**src/rtl/dlx_pipe_if.sv**
```systemverilog
// dlx_pipe_if: DLX instruction-fetch stage owning the PC, the fetch request and the IF/ID register.
// Ports: clk/rst (sync, active-low); stall, dc_wait freeze the stage;
//        id_cond/id_npc redirect, id_halt/id_illegal_instr halt (from decode);
//        im_adr/im_req/im_data/im_ready instruction-memory handshake;
//        if_id_ir/if_id_npc IF/ID register; if_halted, if_exc_code, if_fetch_cnt status.
module dlx_pipe_if #(
    parameter logic [31:0] RESET_PC = 32'h0000_0000,
    parameter logic [31:0] NOP_WORD = 32'h0000_0000
) (
    input  logic        clk,
    input  logic        rst,
    input  logic        stall,
    input  logic        dc_wait,
    input  logic        id_cond,
    input  logic [31:0] id_npc,
    input  logic        id_halt,
    input  logic        id_illegal_instr,
    output logic [31:0] im_adr,
    output logic        im_req,
    input  logic [31:0] im_data,
    input  logic        im_ready,
    output logic [31:0] if_id_ir,
    output logic [31:0] if_id_npc,
    output logic        if_halted,
    output logic [1:0]  if_exc_code,
    output logic [31:0] if_fetch_cnt
);
    typedef enum logic [1:0] {RUN, WAIT, HALT} state_t;
    state_t      state, state_n;
    logic [31:0] pc, pc_n, ir_n, npc_n, cnt, cnt_n;
    logic [1:0]  exc_n;
    logic        hold;
    assign hold         = stall | dc_wait;
    assign im_adr       = pc;
    assign im_req       = (state != HALT) && !hold;
    assign if_halted    = state == HALT;
    assign if_fetch_cnt = cnt;
    always_comb begin
        state_n = state;
        pc_n    = pc;
        ir_n    = if_id_ir;
        npc_n   = if_id_npc;
        cnt_n   = cnt;
        exc_n   = if_exc_code;
        if (state == HALT) begin
            ir_n = NOP_WORD;
        end else if (hold) begin
            state_n = state;
        end else if (id_halt || id_illegal_instr) begin
            state_n = HALT;
            ir_n    = NOP_WORD;
            exc_n   = id_illegal_instr ? 2'b01 : 2'b00;
        end else if (id_cond && id_npc[1:0] != 2'b00) begin
            state_n = HALT;
            ir_n    = NOP_WORD;
            exc_n   = 2'b10;
        end else if (id_cond) begin
            // The word fetched this cycle is on the wrong path, so it is squashed.
            state_n = RUN;
            pc_n    = id_npc;
            ir_n    = NOP_WORD;
        end else if (im_ready) begin
            state_n = RUN;
            pc_n    = pc + 32'd4;
            npc_n   = pc + 32'd4;
            ir_n    = im_data;
            cnt_n   = cnt + 32'd1;
        end else begin
            state_n = WAIT;
            ir_n    = NOP_WORD;
        end
    end
    always_ff @(posedge clk) begin
        if (!rst) begin
            state       <= RUN;
            pc          <= RESET_PC;
            if_id_ir    <= NOP_WORD;
            if_id_npc   <= RESET_PC;
            cnt         <= 32'd0;
            if_exc_code <= 2'b00;
        end else begin
            state       <= state_n;
            pc          <= pc_n;
            if_id_ir    <= ir_n;
            if_id_npc   <= npc_n;
            cnt         <= cnt_n;
            if_exc_code <= exc_n;
        end
    end
endmodule

```
**config.mk**
```make
export PLATFORM = sky130hd
export DESIGN_NAME = dlx_pipe_if
export DESIGN_NICKNAME = d
export VERILOG_FILES = /design/src/rtl/dlx_pipe_if.sv
export SDC_FILE = /design/constraint.sdc
export NUM_CORES = 1
export LEC_CHECK = 0
export CELL_PAD_IN_SITES_DETAIL_PLACEMENT = 0
export CELL_PAD_IN_SITES_GLOBAL_PLACEMENT = 1
export CORE_AREA = 3 3 135 137
export DETAILED_ROUTE_END_ITERATION = 8
export DIE_AREA = 0 0 138 140
export GPL_TIMING_DRIVEN = 0
export PLACE_DENSITY_LB_ADDON = 0.1
export SLEW_MARGIN = 20
export SYNTH_ARGS = -nofsm -noshare
export SYNTH_HDL_FRONTEND = slang
export SYNTH_SLANG_ARGS = --single-unit
```
**constraint.sdc**
```tcl
create_clock -name clk -period 4.4 [get_ports clk]
set_input_delay 0.66 -clock clk [delete_from_list [all_inputs] [get_ports clk]]
set_output_delay 0.66 -clock clk [all_outputs]
set_load 0.02 [all_outputs]
```
==> results.md <==
* Status: finished clean
* CTS sink count at 132
* Nets at 1046
* Post-CTS Resized at 0
* Crit path max fanout at 8
* Die W at between 100 and 150 µm
* Vias in the first global route at 6240
* Ys Warns at 0
* Required @ worst endpoint at between 3 and 4 ns
* Tot GR Track Use at 0.220
* Initial antenna violation count at 0
* DIE AREA at roughly 19000 µm²
* Pre-CTS WS at between 1 and 1.5 ns
* Worst flop-to-flop path endpoint: im_adr[26]
* Setup Skew at 0.00825 ns
* Die height at 140 µm
* Routed WL per cell at 17.8 µm
* Period utilization at 0.727
* Num rows at 48
* Startpoint types: input port
* Root buffer cell: clkbuf_16
* Synth cell types at 53
* DRC at 0
* Hold Path End: if_id_npc[0]
* Slew margin rel. at 0.344
* Setup_tns at 0 ns
* PwrDens at 315 nW/µm²
* Worst reg2reg path startpoint: im_adr[2]
* DRT antenna net count at 0
* Number of flops mapped to enable cells by yosys at 0
* Final setup viols at 0
* Total CTS buffers at 17
* Final Hold Viols at 0
* # diodes at 0
* Synth area leader: dfxtp_1
* Fmax achieved at 313 MHz
* Initial core utilization at 0.359
* Worst-Margin Slew at 0.980 ns
* Synth top area cells: dfxtp_1 43%, xnor2_1 6.3%, nor2_1 6.2%
* Synth Flop Type: dfxtp_1
* Mapped Area at 6160 µm²
* Setup ws final at between 1 and 1.5 ns
* Final HPWL DP at 15600 µm
* Grt ovf at 0
* RSZ-0062 raised after global routing: false
* Vias at ~6500
* Fin util at 0.527
* TritonRoute pass-1 iters at 5
* Slew Viols, Final at 0
* Iteration-0 DRC count of the detailed router at a little under 400
* Max VDD drop at 0.273 mV
* Mean Syn Cell Area at approximately 8 µm²
* Core Area at 17200 µm²
* Post-route insts no fill at around 1200
* Setup Fix Bufs, Post-CTS at 0
* Worst reg-to-reg path cell count at 7
* Syn nets at 825
* Port-buffer cells at 202
* Post-synth top area share at 0.429
* Worst hold start: if_id_npc[0]
* Drt total wl at 21500 µm
* CTS max path bufs at 2
* Max Cap Viol at 0
* Largest net degree at the start of global routing at 17
* First-pass GRT wire length at 34200 µm
* Gp weighted congestion at 0.843
* Crit end category: output pin
* Gate Count Post-Synth at 751
* Crit path DAT at around 2.5 ns
* Post-CTS Hold Buffers at 0
* CTS H-tree lvls at 4
* Hold Crit Class: reg -> reg
* Via density at 5.33
* Critical setup path kind: in -> out
* CTS tree: built
* Hold Path Depth at 2
* I/O pins at 204
* Placed Cells at about 1200
* Clk pin slew, worst setup/hold paths at ~0.06 ns
* Post-synthesis sequential area ratio at 0.429
* Worst skew pair latency at 0.43 ns
* R2R setup slack at roughly 1.8 ns
* P&R area growth vs syn at 47.0%
* Minimum clock period at 3.20 ns
* Yosys reg bits at 132
* Leak at just under 3 nW
* Async set or reset register ratio after synthesis at 0
* Share of cells above drive strength 1 at 0.0497
[layout make-up]
cell class / count / area [µm²]
Buffer: 65 / 268
Sequential cell: 132 / 2640
Inverter: 12 / 45.0
Clock buffer: 18 / 439
Multi-Input combinational cell: 542 / 3210
Clock inverter: 14 / 153
Tap cell: 225 / 282
Fill cell: 1715 / 8120
Timing Repair Buffer: 202 / 2020
[Yosys cell counts (15+ instances only)]
cell / n
nand4_1: 15
dfxtp_1: 132
a22oi_1: 41
clkbuf_1: 54
nor3_1: 23
nor4_1: 19
nand2_1: 59
o21ai_0: 41
nor2_1: 102
xnor2_1: 44
nand3_1: 29
a21oi_1: 45
[flip-flops by register name (all words and copies together), names as in the netlist]
| signal | count |
|---|---|
| im_adr | 32 |
| if_id_npc | 32 |
| if_fetch_cnt | 32 |
| state | 2 |
| if_id_ir | 32 |
| if_exc_code | 2 |
[where the power goes]
part | switching [W] | internal [W]
clock | 0.000583 | 0.000854
combinational | 0.000108 | 0.0000951
sequential | 0.00000601 | 0.00120
[cell families after synthesis]
| family | synth area share |
|---|---|
| multiplexers | 0.00487 |
| buffers and inverters | 0.0508 |
| adder cells (fa/ha/maj) | 0.00406 |
| XOR/XNOR | 0.0725 |
| AO/OA/AOI/OAI | 0.197 |
| flip-flops | 0.429 |
| AND/OR/NAND/NOR | 0.241 |
[stage by stage]
| stage | cell area, µm² | total power [W] | hold slack, ns |
|---|---|---|---|
| finish | 9060 | 0.00285 | 0.460 |
| global placement | 8460 | 0.00144 | 0.448 |
| CTS | 9060 | 0.00288 | 0.458 |
| global route | 9060 | 0.00294 | 0.493 |
| floorplan | 6160 | 0.00132 | 0.466 |
| detailed placement | 8460 | 0.00144 | 0.449 |
[layout by cell type, fill, tap and decap left out, types with 4 or more instances in the layout]
master / n
clkdlybuf4s50_1: 202
dfxtp_1: 132
nor2_1: 102
nand2_1: 59
clkbuf_1: 54
a21oi_1: 45
xnor2_1: 44
o21ai_0: 41
a22oi_1: 41
nand3_1: 29
nor3_1: 23
nor4_1: 19
clkbuf_16: 17
nand4_1: 15
a211oi_1: 11
inv_1: 11
and3_1: 11
o31ai_1: 9
a31oi_1: 8
xor2_1: 7
buf_2: 7
and4_1: 7
or3_1: 5
or4_1: 5
o211ai_1: 5
a32o_1: 5
nand2b_1: 4
o21a_1: 4
a22o_1: 4
clkinvlp_4: 4
[metal layers]
layer	vias up	global-route usage	part of all wire	wire length [µm]
li1	3153	-	-	-
met1	3024	0.304	0.47	10200
met2	239	0.330	0.43	9290
met3	34	0.0618	0.071	1540
met4	0	0.0754	0.022	484
met5	-	0	0	0
[how the worst max path moves through the flow]
stage / from / to / depth (start not counted)
floorplan: id_cond / if_fetch_cnt[26] / 7
CTS: dc_wait / im_req / 5
detailed placement: id_illegal_instr / im_adr[16] / 7
global route: dc_wait / im_req / 5
global placement: dc_wait / im_req / 5
finish: dc_wait / im_req / 5
[worst max-delay path: stages]
cell	delay (ns)
clkdlybuf4s50_1	0.44
or2_2	0.30
clkbuf_1	0.20
nor2_1	0.26
clkdlybuf4s50_1	0.67
Power figures use the tool's default switching activity.
